--- config.mk ---
export PLATFORM = sky130hd
export DESIGN_NAME = led_pattern_engine
export DESIGN_NICKNAME = d
export VERILOG_FILES = /design/src/rtl/led_pattern_engine.sv
export SDC_FILE = /design/constraint.sdc
export NUM_CORES = 1
export LEC_CHECK = 0
export CORE_ASPECT_RATIO = 0.5
export CORE_MARGIN = 4
export CORE_UTILIZATION = 36
export DETAILED_ROUTE_END_ITERATION = 10
export SLEW_MARGIN = 0
export SYNTH_ARGS = -nofsm -noshare
export SYNTH_HDL_FRONTEND = slang
export SYNTH_SLANG_ARGS = --single-unit
--- constraint.sdc ---
create_clock -name okClk -period 4.88 [get_ports okClk]
set_input_delay 0.976 -clock okClk [delete_from_list [all_inputs] [get_ports okClk]]
set_output_delay 0.976 -clock okClk [all_outputs]
set_load 0.05 [all_outputs]
--- src/rtl/led_pattern_engine.sv ---
// LED pattern generator: static, blink, rotate and PWM-dim modes driven by a
// configuration word, with a registered LED enable vector and status word.
module led_pattern_engine #(
  parameter int unsigned TICK_DIV = 100800
) (
  input  logic        okClk,
  input  logic        rst_n,
  input  logic [31:0] cfg,
  output logic [7:0]  led_on,
  output logic [31:0] status
);

  localparam int unsigned TickW = (TICK_DIV > 2) ? $clog2(TICK_DIV) : 1;

  logic [31:0]      r_cfg_q;
  logic [TickW-1:0] r_tick_cnt;
  logic [15:0]      r_step_cnt;
  logic             r_phase;
  logic [7:0]       r_rot;
  logic [7:0]       r_pwm_cnt;
  logic [15:0]      r_events;

  logic        w_reload;
  logic        w_tick;
  logic        w_expiry;
  logic [1:0]  w_mode;
  logic [7:0]  w_pattern;
  logic [7:0]  w_duty;
  logic [15:0] w_period;
  logic [7:0]  w_led;

  always_comb begin
    w_reload  = (cfg != r_cfg_q);
    w_mode    = r_cfg_q[9:8];
    w_pattern = r_cfg_q[7:0];
    w_duty    = r_cfg_q[23:16];
    w_period  = (r_cfg_q[31:16] == 16'd0) ? 16'd1 : r_cfg_q[31:16];
    w_tick    = (r_tick_cnt == TickW'(TICK_DIV - 1));
    w_expiry  = w_tick && (r_step_cnt == (w_period - 16'd1));
    w_led     = 8'd0;
    unique case (w_mode)
      2'b00:   w_led = w_pattern;
      2'b01:   w_led = r_phase ? 8'd0 : w_pattern;
      2'b10:   w_led = r_rot;
      default: w_led = (r_pwm_cnt < w_duty) ? w_pattern : 8'd0;
    endcase
  end

  // Outputs reflect the current state, so they trail state changes by one cycle.
  always_ff @(posedge okClk) begin
    if (!rst_n) begin
      r_cfg_q    <= 32'd0;
      r_tick_cnt <= '0;
      r_step_cnt <= 16'd0;
      r_phase    <= 1'b0;
      r_rot      <= 8'd0;
      r_pwm_cnt  <= 8'd0;
      r_events   <= 16'd0;
      led_on     <= 8'd0;
      status     <= 32'd0;
    end else begin
      led_on <= w_led;
      status <= {w_led, w_mode, r_phase, 5'd0, r_events};
      if (w_reload) begin
        r_cfg_q    <= cfg;
        r_tick_cnt <= '0;
        r_step_cnt <= 16'd0;
        r_phase    <= 1'b0;
        r_rot      <= cfg[7:0];
        r_pwm_cnt  <= 8'd0;
        r_events   <= 16'd0;
      end else begin
        r_tick_cnt <= w_tick ? '0 : r_tick_cnt + TickW'(1);
        if (w_mode == 2'b11) begin
          r_step_cnt <= 16'd0;
          r_phase    <= 1'b0;
          if (w_tick) begin
            r_pwm_cnt <= r_pwm_cnt + 8'd1;
            if (r_pwm_cnt == 8'hFF) r_events <= r_events + 16'd1;
          end
        end else if (w_expiry) begin
          r_step_cnt <= 16'd0;
          r_events   <= r_events + 16'd1;
          if (w_mode == 2'b01) r_phase <= ~r_phase;
          if (w_mode == 2'b10) r_rot <= {r_rot[6:0], r_rot[7]};
        end else if (w_tick) begin
          r_step_cnt <= r_step_cnt + 16'd1;
        end
      end
    end
  end

endmodule

==> flow_summary.json, run 1 <==
{
  "outcome": "complete, no violations",
  "place.port_buffers": 68,
  "vias_per_cell": 4.946,
  "p_per_area_nw_per_um2": 348.5,
  "cts_root_buf": "clkbuf_16",
  "std_cell_rows": 32,
  "start_util_pct": 37.57,
  "routed_wl_um": 13920,
  "track_usage_pct": 15.05,
  "critical_path.startpoint": "r_cfg_q[21]",
  "cts.clk_slew.worst_paths_ps": 60,
  "skew_ps": 13.13,
  "power_leakage_nw": 2.619,
  "synth_xor_area_share_pct": 12.76,
  "syn_to_final_growth_pct": 23.11,
  "die_w_um": 189.2,
  "cts_setup_buffers": 0,
  "rsz0062_at_grt": "no",
  "final_cell_mix": "dfxtp_1 (125), clkdlybuf4s50_1 (67), nor2_1 (65)",
  "drtAntennaViolNets": 0,
  "synth_ff_type": "dfxtp_1",
  "finalSetupTns_ps": 0,
  "hp-class": "reg2reg",
  "cp.required_ps": 5230,
  "synth_cell_types": 57,
  "wl_per_cell_um": 14.81,
  "synthAdderAreaFrac_pct": 2.540,
  "synth.ff_latch_count": 125,
  "grt_pass1_wl_um": 22740,
  "drtIter0Drc": 237,
  "antenna-diode-count": 0,
  "synth-compound-area-share_pct": 10.37,
  "yosys_warnings": 0,
  "core_area_um2": 15740,
  "max-cap-violations": 0,
  "ctsResizeCount": 0,
  "ctsHoldBuffers": 0,
  "async_flop_share_pct": 0,
  "post_route_cells_drive_above_1_share_pct": 7.232,
  "timing.fmax_mhz": 233.9,
  "r2r_slack_ps": 600,
  "synthSimpleGateAreaFrac_pct": 25.27,
  "dr.pass1.iters": 5,
  "crit_path_max_fanout": 23,
  "synthMuxAreaShare_pct": 1.862,
  "htree_num_levels": 4,
  "antenna_found_initial": 0,
  "syn_area_per_cell_um2": 9.040,
  "final_common_cell": "dfxtp_1",
  "period_needed_ps": 4276,
  "clk_path_buf_depth": 2,
  "cts_tree": "yes",
  "drv_slew": 0,
  "fill_cells": 1534,
  "die_area_um2": 18660,
  "vias": 4649,
  "grt_pass1_vias": 4447,
  "die_h_um": 98.62,
  "gp_congestion": 0.8440,
  "setup_viol": 0,
  "overflow": 0,
  "hpwl_um": 9823,
  "synth_top_family_by_area": "simple AND/OR/NAND/NOR gates",
  "final_cell_area_um2": 7278,
  "finalCritPeriodShare_pct": 87.62,
  "max_slew_margin_pct": 41.22,
  "crit_path_end_kind": "flip-flop",
  "clock_latency_ps": 410,
  "ir_drop_mv": 0.2473,
  "cp-start-kind": "flip-flop",
  "r2r-start": "r_cfg_q[21]",
  "placed_area_um2": 6678,
  "boundaryPins": 74,
  "worstSetupPathType": "reg2reg",
  "yosysSeqAreaShare_pct": 42.33,
  "worst_pin_slew_ps": 881.7,
  "worstHoldStart": "r_tick_cnt[0]",
  "nets": 752,
  "synth_cells": 654,
  "cp_data_arrival_time_ps": 4620,
  "clock_sinks": 125,
  "synth-edff-count": 0,
  "grt_max_degree": 70,
  "finalHoldViolCount": 0,
  "cts_buffers": 17,
  "route.detailed.drc": 0,
  "synth_area_um2": 5912
}
[state kept, by name (all words and copies together), names as in the netlist, 8 cells and up]
signal,count
led_on,8
r_step_cnt,16
r_pwm_cnt,8
r_tick_cnt,17
r_rot,8
status,19
r_events,16
r_cfg_q,32
[worst paths after layout]
kind	endpoint	cells past startpoint
worst max register to register	r_events[6]	14
worst min register to register	r_tick_cnt[0]	1
worst max-delay path	r_events[6]	14
worst min-delay path	r_tick_cnt[0]	1
[synthesized netlist by cell type, types with 5 or more instances]
cell type | count | area share, %
dfxtp_1 | 125 | 42
nor2_1 | 65 | 4.1
xor2_1 | 54 | 8.0
and2_1 | 51 | 5.4
nand2_1 | 36 | 2.3
a21oi_1 | 29 | 2.5
xnor2_1 | 27 | 4.0
nand3_1 | 26 | 2.2
clkbuf_1 | 25 | 1.6
o21ai_0 | 25 | 2.1
inv_1 | 16 | 1.0
buf_4 | 13 | 1.7
ha_1 | 12 | 2.5
nand4_1 | 12 | 1.3
mux2i_1 | 11 | 1.9
nor4_1 | 11 | 1.2
and3_1 | 10 | 1.1
o31ai_1 | 10 | 1.3
or4_1 | 10 | 1.3
a21boi_0 | 8 | 1.0
nor3_1 | 8 | 0.68
a21o_1 | 5 | 0.63
nor2b_1 | 5 | 0.53
or3_1 | 5 | 0.53
[cell families (layout without fill, tap and decap cells)]
group / after synthesis / in the layout
other cells: 1 / 5
simple gates: 269 / 269
xor+xnor: 83 / 83
buf+inv: 58 / 119
compound gates: 95 / 95
flops: 125 / 125
mux: 11 / 11
fa+ha+maj: 12 / 12
[routing by layer]
layer	routed length, µm	part of all wire [%]	global-route usage, %
met2	6135	44	23.59
met1	7039	51	20.66
met4	73	0.52	4.111
met5	0	0	0
met3	670	4.8	4.034
[worst max-delay path: stages, from the launching register on]
cell and delay (ps):
dfxtp_1 540, nor4_2 130, nand2_1 230, nor2b_1 130
nor2_1 120, ha_1 200, nor3b_1 650, nand3_1 260
mux2i_1 170, nor4b_1 310, o211ai_1 120, and4bb_4 400
a21oi_2 230, or4_1 570, a21oi_1 150
[layout make-up]
type | instances | area (µm²) | share of cell area, %
multi-input cells | 475 | 3141 | 43.15
well taps | 221 | 276.5 | 3.799
repair buffers | 71 | 698.2 | 9.593
clock inverters | 13 | 157.7 | 2.166
clock buffers | 19 | 442.9 | 6.086
inverters | 16 | 60.06 | 0.8252
flip-flops and latches | 125 | 2502 | 34.38
[power by group]
group | switching [mW] | leakage (nW) | internal, mW
combinational | 0.104 | 1.32 | 0.0830
clock | 0.503 | 0.285 | 0.780
sequential | 0.0251 | 1.02 | 1.04
[through the flow]
stage | power [mW] | hold slack [ps] | util (%) | instances | worst slack (ps)
floorplan | 1.210 | 429.8 | - | 658 | 1051
global placement | 1.274 | 448.5 | 42.44 | 908 | 807.5
detailed placement | 1.275 | 457.5 | 42.44 | 908 | 690.9
CTS | 2.562 | 470.3 | 46.25 | 940 | 639.8
global route | 2.629 | 500.5 | 46.25 | 940 | 308.0
finish | 2.537 | 470.9 | 46.25 | 940 | 604.0
(Power assumes the default switching activity.)
==> run 2, diff against run 1 <==
CORE_UTILIZATION = 30   (was 36)
==> run 2 against run 1 <==
  * Register-to-register slack about the same
  * First-iteration DRC count increased by 56%
  * Clock skew decreased by 1.4 ps
  * Die area increased by 19%
  * Core utilization decreased by 7.6 points
  * Count of clock-buffer cells in the layout decreased by 2
  * Power decreased by 0.88%
  * Sequential power about the same
  * Clock power about the same
  * Sequential share of layout area decreased by 0.12 points
  * Critical endpoint is now r_events[5]
==> flow_summary.json, run 2 (same netlist as run 1, synthesis figures left out) <==
{
  "dp.cells": 946,
  "power_frac_seq_pct": 42.5,
  "post_route_cells_drive_above_1_share_pct": 7.371,
  "track_usage_pct": 13.29,
  "antenna_found_initial": 0,
  "die_area_um2": 22150,
  "cts_tree": "yes",
  "route.detailed.drc": 0,
  "cts_root_buf": "clkbuf_16",
  "syn_to_final_growth_pct": 23.56,
  "drtIter0Drc": 370,
  "ctsResizeCount": 0,
  "finalSetupTns_ps": 0,
  "finalCritPeriodShare_pct": 87.71,
  "std_cell_rows": 35,
  "finalHoldViolCount": 0,
  "ir_drop_mv": 0.1844,
  "power_leakage_nw": 2.621,
  "ctsHoldBuffers": 0,
  "crit_path_max_fanout": 23,
  "dr.pass1.iters": 5,
  "boundaryPins": 74,
  "place.port_buffers": 68,
  "cts_buffers": 17,
  "timing.fmax_mhz": 233.6,
  "die_h_um": 107.3,
  "cts_setup_buffers": 0,
  "largest-register": "r_cfg_q",
  "hp-class": "reg2reg",
  "skew_ps": 11.70,
  "gp_congestion": 0.8576,
  "clkPwrFrac_pct": 50.1,
  "outcome": "complete, no violations",
  "start_util_pct": 31.32,
  "swShare_pct": 26.60,
  "die_w_um": 206.5,
  "vias": 4665,
  "wl_per_cell_um": 14.86,
  "largest_reg_flops": 32,
  "clock_sinks": 125,
  "multiInputGateArea_um2": 3141,
  "p_per_area_nw_per_um2": 344.2,
  "drtAntennaViolNets": 0,
  "final_cells": 978,
  "final_common_cell": "dfxtp_1",
  "worst_pin_slew_ps": 892.1,
  "vias_per_cell": 4.770,
  "overflow": 0,
  "hpwl_um": 10320,
  "max-cap-violations": 0,
  "clk_path_buf_depth": 2,
  "max_slew_margin_pct": 40.53,
  "period_needed_ps": 4280,
  "routed_wl_um": 14540,
  "power_switching_uw": 668.8,
  "nets": 752,
  "grt_pass1_wl_um": 23460,
  "whs_ps": 465.3,
  "fill_cells": 1895,
  "grt_pass1_vias": 4428,
  "cp.required_ps": 5230,
  "final_cell_mix": "dfxtp_1 (125), clkdlybuf4s50_1 (67), nor2_1 (65)",
  "fin_ws_ps": 599.7,
  "setup_viol": 0,
  "core_area_um2": 18870,
  "grt_max_degree": 70,
  "cts.clk_slew.worst_paths_ps": 70,
  "worstSetupPathType": "reg2reg",
  "top_regs": "r_cfg_q: 32 flops, status: 19 flops, r_tick_cnt: 17 flops",
  "rsz0062_at_grt": "no",
  "htree_num_levels": 4,
  "cp_data_arrival_time_ps": 4630,
  "seq_area_um2": 2502,
  "crit_path_end_kind": "flip-flop",
  "antenna-diode-count": 0,
  "combinationalPowerShare_pct": 7.4,
  "p_int_mw": 1.845,
  "p_total_mw": 2.514,
  "drv_slew": 0,
  "place_ws_ps": 694.0,
  "cp-start-kind": "flip-flop",
  "clock_latency_ps": 420
}
==> run 2: changes by cell type in the layout (fill, tap and decap cells not counted), sizes merged <==
cell,before,now
clkbuf,19,17
clkinvlp,3,1
bufinv,2,1
inv,21,23
clkinv,3,6
==> run 2: power groups by stage <==
stage	clock network, mW	logic [mW]	registers, mW
after CTS	1.28	0.188	1.07
after global placement	0	0.186	1.09
after floorplan	0	0.120	1.09
after detailed placement	0	0.187	1.09
after global routing	1.32	0.204	1.07
final	1.26	0.187	1.07
==> run 2: final cells by class <==
type	instances	area share, %
repair buffers	71	9.558
multi-input cells	475	42.99
well taps	259	4.436
flip-flops and latches	125	34.26
clock inverters	15	2.107
inverters	16	0.8222
clock buffers	17	5.824
==> run 2: routing by layer <==
metal | up-vias | wire [µm] | track usage, %
li1 | 2355 | - | -
met1 | 2191 | 7129 | 18.34
met2 | 109 | 6700 | 20.92
met3 | 10 | 582 | 3.040
met4 | 0 | 123 | 3.653
met5 | - | 0 | 0
==> run 2: critical path: stages (launching register included) <==
cell	delay, ps
dfxtp_1	390
or4_4	590
nor4_4	350
nor2b_1	300
nor2_1	80
ha_1	230
nor3b_1	210
nand3_1	180
mux2i_1	90
nor4b_1	310
o211ai_1	150
and4bb_4	390
a21oi_2	230
or4_1	560
a21oi_1	160
==> run 2: final timing paths <==
path	start	endpoint	slack [ps]	depth (start not counted)
setup / recovery	r_cfg_q[24]	r_events[5]	600	14
hold / removal	r_tick_cnt[0]	r_tick_cnt[0]	470	1
setup reg to reg	r_cfg_q[24]	r_events[5]	600	14
hold reg to reg	r_tick_cnt[0]	r_tick_cnt[0]	470	1
==> run 2: metrics by stage <==
step	cell area, µm²	utilization (%)
final	7305	38.70
after global placement	6725	35.63
after global routing	7305	38.70
after detailed placement	6725	35.63
after floorplan	5927	-
after CTS	7305	38.70
